**src/rtl/mc_controlunit_pkg.sv**
```systemverilog
// mc_defs: shared state, opcode/funct and mux-select encodings for the multi-cycle control unit.
package mc_defs;
    typedef enum logic [3:0] {
        S_FETCH, S_DECODE, S_MEMADR, S_MEMRD, S_MEMWB, S_MEMWR, S_RTYPE_EX, S_ALU_WB,
        S_ADDI_EX, S_IMM_WB, S_BRANCH, S_JUMP, S_JAL, S_JR, S_MD_BUSY, S_MFHILO
    } state_t;
    localparam logic [5:0] OP_RTYPE = 6'b000000;
    localparam logic [5:0] OP_LW    = 6'b100011;
    localparam logic [5:0] OP_SW    = 6'b101011;
    localparam logic [5:0] OP_BEQ   = 6'b000100;
    localparam logic [5:0] OP_ADDI  = 6'b001000;
    localparam logic [5:0] OP_J     = 6'b000010;
    localparam logic [5:0] OP_JAL   = 6'b000011;
    localparam logic [5:0] F_ADD    = 6'b100000;
    localparam logic [5:0] F_SUB    = 6'b100010;
    localparam logic [5:0] F_AND    = 6'b100100;
    localparam logic [5:0] F_OR     = 6'b100101;
    localparam logic [5:0] F_SLT    = 6'b101010;
    localparam logic [5:0] F_MULTU  = 6'b011001;
    localparam logic [5:0] F_DIVU   = 6'b011011;
    localparam logic [5:0] F_MFHI   = 6'b010000;
    localparam logic [5:0] F_MFLO   = 6'b010010;
    localparam logic [5:0] F_JR     = 6'b001000;
    localparam logic [2:0] ALU_AND  = 3'b000;
    localparam logic [2:0] ALU_OR   = 3'b001;
    localparam logic [2:0] ALU_ADD  = 3'b010;
    localparam logic [2:0] ALU_SUB  = 3'b110;
    localparam logic [2:0] ALU_SLT  = 3'b111;
    localparam logic [1:0] PC_ALU   = 2'b00;
    localparam logic [1:0] PC_BR    = 2'b01;
    localparam logic [1:0] PC_JMP   = 2'b10;
    localparam logic [1:0] PC_RS    = 2'b11;
    localparam logic [1:0] WB_ALU   = 2'b00;
    localparam logic [1:0] WB_MDR   = 2'b01;
    localparam logic [1:0] WB_PC    = 2'b10;
    localparam logic [1:0] WB_HILO  = 2'b11;
    localparam logic [1:0] SRCB_RT  = 2'b00;
    localparam logic [1:0] SRCB_4   = 2'b01;
    localparam logic [1:0] SRCB_IMM = 2'b10;
    localparam logic [1:0] SRCB_IMM4 = 2'b11;
    localparam logic [1:0] RD_RT    = 2'b00;
    localparam logic [1:0] RD_RD    = 2'b01;
    localparam logic [1:0] RD_RA    = 2'b10;

    function automatic logic is_alu_funct(input logic [5:0] f);
        return f == F_ADD || f == F_SUB || f == F_AND || f == F_OR || f == F_SLT;
    endfunction
endpackage

```
**src/rtl/mc_controlunit_aludec.sv**
```systemverilog
// mc_aludec: R-type funct to ALU control code.
module mc_aludec
    import mc_defs::*;
(
    input  logic [5:0] funct,
    output logic [2:0] alu_ctrl
);
    always_comb
        alu_ctrl = funct == F_SUB ? ALU_SUB :
                   funct == F_AND ? ALU_AND :
                   funct == F_OR  ? ALU_OR  :
                   funct == F_SLT ? ALU_SLT : ALU_ADD;
endmodule

```
**src/rtl/mc_controlunit.sv**
```systemverilog
// mc_controlunit: multi-cycle MIPS control FSM with MULTU/DIVU stall counter.
module mc_controlunit
    import mc_defs::*;
#(
    parameter int MULT_CYCLES = 4,
    parameter int DIV_CYCLES  = 32,
    parameter int CNT_W       = 6
) (
    input  logic       clk,
    input  logic       rst,
    input  logic       zero,
    input  logic [5:0] opcode,
    input  logic [5:0] funct,
    output logic       pc_we,
    output logic [1:0] pc_src,
    output logic       iord,
    output logic       ir_we,
    output logic       we_dm,
    output logic       we_reg,
    output logic [1:0] reg_dst,
    output logic [1:0] wb_sel,
    output logic       alu_srca,
    output logic [1:0] alu_srcb,
    output logic [2:0] alu_ctrl,
    output logic       hilo_start,
    output logic       md_op,
    output logic       hi_en,
    output logic       lo_en,
    output logic       hilo_sel,
    output logic       illegal
);
    localparam logic [CNT_W-1:0] MUL_N = CNT_W'(MULT_CYCLES - 1);
    localparam logic [CNT_W-1:0] DIV_N = CNT_W'(DIV_CYCLES - 1);

    state_t           state, next;
    logic [CNT_W-1:0] cnt;
    logic             md_entry;
    logic             md_go;
    logic [2:0]       funct_ctrl;

    mc_aludec u_aludec (.funct(funct), .alu_ctrl(funct_ctrl));

    assign md_go = state == S_DECODE && next == S_MD_BUSY;

    // Counter is preloaded on the DECODE->MD_BUSY edge so the entry cycle already sees N-1.
    always_ff @(posedge clk or posedge rst)
        if (rst) begin
            state    <= S_FETCH;
            cnt      <= '0;
            md_entry <= 1'b0;
        end else begin
            state    <= next;
            md_entry <= md_go;
            if (md_go)
                cnt <= funct == F_DIVU ? DIV_N : MUL_N;
            else if (state == S_MD_BUSY && cnt != '0)
                cnt <= cnt - 1'b1;
        end

    always_comb begin
        next       = state;
        pc_we      = 1'b0;
        pc_src     = PC_ALU;
        iord       = 1'b0;
        ir_we      = 1'b0;
        we_dm      = 1'b0;
        we_reg     = 1'b0;
        reg_dst    = RD_RT;
        wb_sel     = WB_ALU;
        alu_srca   = 1'b0;
        alu_srcb   = SRCB_RT;
        alu_ctrl   = ALU_AND;
        hilo_start = 1'b0;
        md_op      = 1'b0;
        hi_en      = 1'b0;
        lo_en      = 1'b0;
        hilo_sel   = 1'b0;
        illegal    = 1'b0;
        case (state)
            S_FETCH: begin
                ir_we    = 1'b1;
                alu_srcb = SRCB_4;
                alu_ctrl = ALU_ADD;
                pc_we    = 1'b1;
                next     = S_DECODE;
            end
            S_DECODE: begin
                alu_srcb = SRCB_IMM4;
                alu_ctrl = ALU_ADD;
                next     = S_FETCH;
                case (opcode)
                    OP_LW, OP_SW: next = S_MEMADR;
                    OP_BEQ:       next = S_BRANCH;
                    OP_ADDI:      next = S_ADDI_EX;
                    OP_J:         next = S_JUMP;
                    OP_JAL:       next = S_JAL;
                    OP_RTYPE:
                        if (is_alu_funct(funct))                    next = S_RTYPE_EX;
                        else if (funct == F_MULTU || funct == F_DIVU) next = S_MD_BUSY;
                        else if (funct == F_MFHI || funct == F_MFLO)  next = S_MFHILO;
                        else if (funct == F_JR)                     next = S_JR;
                        else                                        illegal = 1'b1;
                    default: illegal = 1'b1;
                endcase
            end
            S_MEMADR: begin
                alu_srca = 1'b1;
                alu_srcb = SRCB_IMM;
                alu_ctrl = ALU_ADD;
                next     = opcode == OP_LW ? S_MEMRD : S_MEMWR;
            end
            S_MEMRD: begin
                iord = 1'b1;
                next = S_MEMWB;
            end
            S_MEMWB: begin
                we_reg = 1'b1;
                wb_sel = WB_MDR;
                next   = S_FETCH;
            end
            S_MEMWR: begin
                iord  = 1'b1;
                we_dm = 1'b1;
                next  = S_FETCH;
            end
            S_RTYPE_EX: begin
                alu_srca = 1'b1;
                alu_ctrl = funct_ctrl;
                next     = S_ALU_WB;
            end
            S_ALU_WB: begin
                we_reg  = 1'b1;
                reg_dst = RD_RD;
                next    = S_FETCH;
            end
            S_ADDI_EX: begin
                alu_srca = 1'b1;
                alu_srcb = SRCB_IMM;
                alu_ctrl = ALU_ADD;
                next     = S_IMM_WB;
            end
            S_IMM_WB: begin
                we_reg = 1'b1;
                next   = S_FETCH;
            end
            S_BRANCH: begin
                alu_srca = 1'b1;
                alu_ctrl = ALU_SUB;
                pc_src   = PC_BR;
                pc_we    = zero;
                next     = S_FETCH;
            end
            S_JUMP: begin
                pc_src = PC_JMP;
                pc_we  = 1'b1;
                next   = S_FETCH;
            end
            S_JAL: begin
                pc_src  = PC_JMP;
                pc_we   = 1'b1;
                we_reg  = 1'b1;
                reg_dst = RD_RA;
                wb_sel  = WB_PC;
                next    = S_FETCH;
            end
            S_JR: begin
                pc_src = PC_RS;
                pc_we  = 1'b1;
                next   = S_FETCH;
            end
            S_MD_BUSY: begin
                hilo_start = md_entry;
                md_op      = md_entry && funct == F_DIVU;
                if (cnt == '0) begin
                    hi_en = 1'b1;
                    lo_en = 1'b1;
                    next  = S_FETCH;
                end
            end
            S_MFHILO: begin
                we_reg   = 1'b1;
                reg_dst  = RD_RD;
                wb_sel   = WB_HILO;
                hilo_sel = funct == F_MFHI;
                next     = S_FETCH;
            end
        endcase
    end
endmodule

```
**config.mk**
```make
export PLATFORM = sky130hd
export DESIGN_NAME = mc_controlunit
export DESIGN_NICKNAME = d
export VERILOG_FILES = /design/src/rtl/mc_controlunit_pkg.sv /design/src/rtl/mc_controlunit_aludec.sv /design/src/rtl/mc_controlunit.sv
export SDC_FILE = /design/constraint.sdc
export NUM_CORES = 1
export LEC_CHECK = 0
export CORE_ASPECT_RATIO = 0.5
export CORE_MARGIN = 5
export CORE_UTILIZATION = 53
export CTS_CLUSTER_SIZE = 24
export DETAILED_ROUTE_END_ITERATION = 12
export PLACE_DENSITY = 0.83
export SETUP_SLACK_MARGIN = 0.02
export SYNTH_ARGS = -nofsm -noshare
export SYNTH_HDL_FRONTEND = slang
export SYNTH_SLANG_ARGS = --single-unit
```
**constraint.sdc**
```tcl
create_clock -name clk -period 4.4 [get_ports clk]
set_input_delay 0.88 -clock clk [delete_from_list [all_inputs] [get_ports clk]]
set_output_delay 0.88 -clock clk [all_outputs]
set_load 0.1 [all_outputs]
```
### Yosys cells after proc, flatten, opt, wreduce, memory -nomap -nowiden

Cells that the tools add are included.

| operators by class | value |
|---|---|
| reduce and logical (&&, ||, !) cells | 25 |
| muxes and demuxes | 37 |
| eq/ne operators | 32 |
| add/subtract/negate cells | 1 |

Operators with widths:

| cell | number |
|---|---|
| equality test 6 bit (second input constant) | 7 |
| equality test 4 bit (second input constant) | 9 |
| case mux 4 bit (8 select lines) | 1 |
| equality test 6 x 5 -> 1 bit (second input constant) | 4 |
| case mux 4 bit (6 select lines) | 1 |
| two-way mux 4 bit | 5 |
| case mux 2 bit (3 select lines) | 3 |
| equality test 4 x 3 -> 1 bit (second input constant) | 4 |
| two-way mux 1 bit | 15 |
| two-way mux 3 bit | 5 |
| equality test 6 x 2 -> 1 bit (second input constant) | 2 |
| equality test 6 x 4 -> 1 bit (second input constant) | 2 |
| logical NOT 6 bit | 2 |
| two-way mux 6 bit | 2 |
| OR reduction 4 bit | 3 |
| OR reduction 2 bit | 5 |
| case mux 3 bit (3 select lines) | 1 |
| OR reduction 9 bit | 1 |
| equality test 4 x 2 -> 1 bit (second input constant) | 2 |
| equality test 6 x 3 -> 1 bit (second input constant) | 1 |
| logical OR 1 bit | 6 |
| nonzero test 6 bit | 1 |
| OR reduction 6 bit | 1 |
| subtractor 6 x 1 -> 6 bit (second input constant) | 1 |
| 8 further kinds | 11 |

| word-level totals | value |
|---|---|
| bits of input ports | 15 |
| word-level logic and storage cells | 98 |
| output and inout bits | 23 |
| register bits | 11 |

### Depth between registers and ports, before layout

Gate-level depths: netlist of run 1.

| logic depth | value |
|---|---|
| depth in word-level cells | 11 |
| depth in mapped cells | 7 |
| mapped depth without buffers | 7 |

### Modules after synthesis

A second synthesis of run 1 with hierarchy kept.

| second synthesis, totals | value |
|---|---|
| cells, all modules | 192 |
| area total of the unflattened synthesis | 1366.3 um^2 |

By module, submodules not included:

| module | area an instance (um^2) | cells each | sequential area each (um^2) | times used |
|---|---|---|---|---|
| mc_controlunit | 1306.3 | 185 | 275.3 | 1 |
| mc_aludec | 60.1 | 7 | 0.0 | 1 |

### Worst setup path before layout of run 1

Ideal clock, no wire load.

| path | value |
|---|---|
| kind | input -> output |
| start | input funct[5] |
| end | output hilo_sel |
| cell stages on the path | 3 |
| path buffers | 1 |
| path slack | -0.941 ns |
| required time | 3.520 ns |
| arrival | 4.461 ns |
| cell sequence | clkbuf_1 or4b_1 nor4_1 |

| between the ends | value |
|---|---|
| word-level cells in the longest chain between the ends | 2 |

RTL lines:

| what | RTL line | source |
|---|---|---|
| start: declaration | mc_controlunit.sv:13 | `input logic [5:0] funct,` |
| equality test 6 x 5 -> 1 bit | mc_controlunit.sv:184 | `hilo_sel = funct == F_MFHI;` |
| two-way mux 1 bit | mc_controlunit.sv:79 | `case (state)` |
| end: declaration | mc_controlunit.sv:29 | `output logic hilo_sel,` |

Every way passes these cells.

### Worst setup path after layout of run 1

| path | value |
|---|---|
| start | input funct[3] |
| end | output illegal |

| between the ends | value |
|---|---|
| word-level cells in the longest chain between the ends | 8 |
| elaborated cells between the ends (all ways) | 22 |
| those cells by class | eq/ne (10); mux (6); reduce/logical (6) |

RTL lines:

| what | RTL line | source |
|---|---|---|
| branches (longest 5 deep; another with equality test 6 x 4 -> 1 bit) | -- |  |
| two-way mux 1 bit * | mc_controlunit.sv:98 | `if (is_alu_funct(funct)) next = S_RTYPE_EX;` |
| case mux 1 bit (2 select lines) * | mc_controlunit.sv:91 | `case (opcode)` |
| two-way mux 1 bit * | mc_controlunit.sv:79 |  |
| end: declaration | mc_controlunit.sv:30 | `output logic illegal` |

Mark *: on every way between the ends.

==> results_dict.tcl, run 1 <==
set metrics [dict create \
    status "complete, no violations" \
    synth_xor_area_share_pct 5.422 \
    synth_edf_count 0 \
    hp-start "cnt[1]$_DFFE_PP0P_" \
    wire_per_inst_um 13.91 \
    die_w_um 84.07 \
    synthCells 190 \
    synth_mux_area_share_pct 2.754 \
    netlist-cell-type-count 56 \
    dieArea_mm2 0.003954 \
    combinationalPowerShare_pct 35.7 \
    synth.avg_cell_area_um2 7.652 \
    power.density_mw_per_mm2 180.1 \
    wl_mm 3.464 \
    skew_ns 0.002061 \
    synth_top_family_by_area "simple AND/OR/NAND/NOR gates" \
    cp_slowest_cell "clkdlybuf4s50_1" \
    grt_overflow 0 \
    ir_drop_v 0.0001165 \
    drive_above_1_share_pct 19.34 \
    ys_async_sr_fraction_pct 100.0 \
    p_int_mw 0.2065 \
    netlist_area_mm2 0.001454 \
    grt_pass1_wl_mm 5.761 \
    fin_crit_ns 3.768 \
    crit_fanout 14 \
    cts.repair.resized 0 \
    maxCapViolations 0 \
    ant_nets 0 \
    ys_seq_area_share_pct 18.93 \
    drtIter0Drc 105 \
    track_usage_pct 18.15 \
    cpLargestDelayFamily "buffers and inverters" \
    firstDrtPassIters 4 \
    setup_viol 0 \
    clkPwrFrac_pct 31.1 \
    grt_max_degree 22 \
    grt_pass1_vias 1269 \
    path_buf_inv 2 \
    dpl.hpwl_mm 2.693 \
    clk_pin_slew_worst_paths_ns 0.05 \
    synth_common_cells "nand2_1 (15), nor2_1 (14), dfrtp_1 (11)" \
    post-route-period-util_pct 85.63 \
    cts_hold_buf 0 \
    cp_cell_sequence "clkdlybuf4s50_1 -> nor3b_1 -> o311ai_0 -> nand3_1 -> a31oi_1 -> buf_12" \
    rows 13 \
    synth_compound_area_share_pct 20.74 \
    viasPerCell 5.831 \
    die_h_um 47.04 \
    postCtsSetupRepairBufs 0 \
    r2r-start "state[2]$_DFF_PP0_" \
    crit_start "funct[3]" \
    fin_ws_ns 0.6321 \
    fin_setup_tns_ns 0 \
    syn_to_final_growth_pct 24.53 \
    grt_setup_unrepaired "false" \
    slew-limit-headroom_pct 34.55 \
    seq_power_share_pct 33.1 \
    critPathLaunchType "input pin" \
    cts_root_buffer "clkbuf_8" \
    antenna_found_initial 0 \
    slew_viol_final 0 \
    clkLatencyLatePin_ns 0.24 \
    cts_tree "built" \
    fmaxAchievable_mhz 265.4 \
    final_cell_area_mm2 0.001810 \
    arrival_ns 2.89 \
    p_leak_nw 0.6998 \
    diodes 0 \
    htree_levels 1 \
    synth-seq-cells 11 \
    max_stage_delay_ns 0.63 \
    cts_buffer_depth 2 \
    nNetsFinal 230 \
    core_area_mm2 0.002603 \
    clock-sinks 11 \
    worstSetupPathType "in2out" \
    synth_largest_area_cell "dfrtp_1" \
    switching_share_pct 36.68 \
    tightest_slew_ns 0.9787 \
    portBuffers 37 \
    ios 38 \
    hold_violations 0 \
    vias 1452 \
    cts_buffers 3 \
    final_util_pct 69.57 \
    gp_congestion 0.8492 \
    yosys.area.top_type_share_pct 18.93 \
    dp_slack_ns 0.6047 \
    cp.required_ns 3.52 \
    initial_core_util_pct 55.87 \
    placed_cell_area_mm2 0.001765 \
    endpoint_kind "primary output" \
    yosys-top-cells-area "dfrtp_1 (19%), nand2_1 (3.9%), nor2_1 (3.6%)" \
    synth_nets 207 \
    synth_fa_ha_area_share_pct 1.721 \
    synthFlopType "dfrtp_1" \
    synthMostInstantiatedCell "nand2_1" \
    synthSimpleGateAreaFrac_pct 39.59 \
    hold_class "reg2reg" \
    ys_warn_count 0 \
    p_sw_mw 0.1196 \
    drcViolationCount 0 \
]
-- worst register-to-register path, delay by kind of cell, from the launching register on --
family	cells	cell delay, ns
simple gates	3	1.03
flops	1	0.59
compound gates	3	0.56
-- logic make-up (layout without fill, tap and decap cells) --
kind of cell               count (synthesis)  in the layout
adders and majority gates                  2              2
DFF                                       11             11
muxes                                      4              4
buffers and inverters                     29             51
and+or+nand+nor                           95             95
xor gates and xnor gates                   9              9
AOI/OAI and AO/OA                         40             40
-- final timing paths --
path,endpoint,slack (ns),depth (start not counted)
max,illegal,0.63,6
min,cnt[1]$_DFFE_PP0P_,0.55,2
max reg2reg,cnt[5]$_DFFE_PP0P_,2.11,6
min reg2reg,cnt[1]$_DFFE_PP0P_,0.55,2
max in group asynchronous,md_entry$_DFF_PP0_,3.16,2
min in group asynchronous,cnt[3]$_DFFE_PP0P_,0.94,2
-- power groups by stage --
stage                     Sequential (mW)  Clock, mW  Combinational (mW)
after floorplan                     0.106          0              0.0925
after global placement              0.110          0               0.115
after detailed placement            0.109          0               0.116
after CTS                           0.108      0.105               0.117
after global routing                0.108      0.111               0.125
final                               0.108      0.102               0.117
-- metrics by stage --
stage / hold slack [ns] / power, mW / cells
2_1_floorplan: 0.5009 / 0.1982 / 190
3_3_place_gp: 0.5255 / 0.2250 / 245
3_5_place_dp: 0.5377 / 0.2257 / 245
4_1_cts: 0.5507 / 0.3294 / 249
5_1_grt: 0.5884 / 0.3438 / 249
6_report: 0.5452 / 0.3261 / 249
-- layer usage --
| metal | global-route usage (%) | routed length (um) | vias up |
|---|---|---|---|
| li1 | - | - | 732 |
| met1 | 24.45 | 1610 | 682 |
| met2 | 32.13 | 1634 | 34 |
| met3 | 2.627 | 195 | 4 |
| met4 | 3.846 | 23 | 0 |
| met5 | 0 | 0 | - |
-- sequential cells by signal, summed over array words and instances, names as in the netlist --
| register | flops |
|---|---|
| state | 4 |
| md_entry | 1 |
| cnt | 6 |
-- final cells by class --
type / count / area, um^2
fillers: 235 / 792.0
multi-input cells: 150 / 1039
well taps: 37 / 46.29
repair buffers: 37 / 367.9
inverters: 10 / 37.54
clock buffers: 4 / 45.04
flip-flops and latches: 11 / 275.3
-- cells in the final DEF (no fill, tap or decap), types with 2 or more instances in the layout --
cell type	synthesis	routed
nor4_1	6	4
o22ai_1	2	2
nor2_1	14	14
mux2i_1	4	4
a21oi_1	10	10
nor3b_1	3	3
nor2b_1	5	5
buf_4	4	13
clkbuf_8	0	3
xor2_1	3	3
buf_12	0	3
nand2_1	15	15
clkdlybuf4s50_1	0	21
or4_4	2	2
nand3_1	7	7
or3_1	2	2
inv_1	10	10
a21oi_2	2	2
nand2b_1	8	8
o21ai_0	5	5
nor4_2	1	3
or2_2	3	3
and2_1	3	3
a21bo_2	2	2
or4b_1	2	2
a31o_2	4	4
a31oi_1	2	2
o211ai_1	2	2
xnor2_1	6	6
nor3_1	10	9
or4_1	2	2
ha_1	2	2
dfrtp_1	11	11
No activity file was read; power rests on OpenSTA's default activity.
==> run 2, diff against run 1 <==
Settings changed: CTS_CLUSTER_DIAMETER from default to 150.
==> results of run 2 <==
The final DEF is identical to that of run 1; final timing and power are the same.
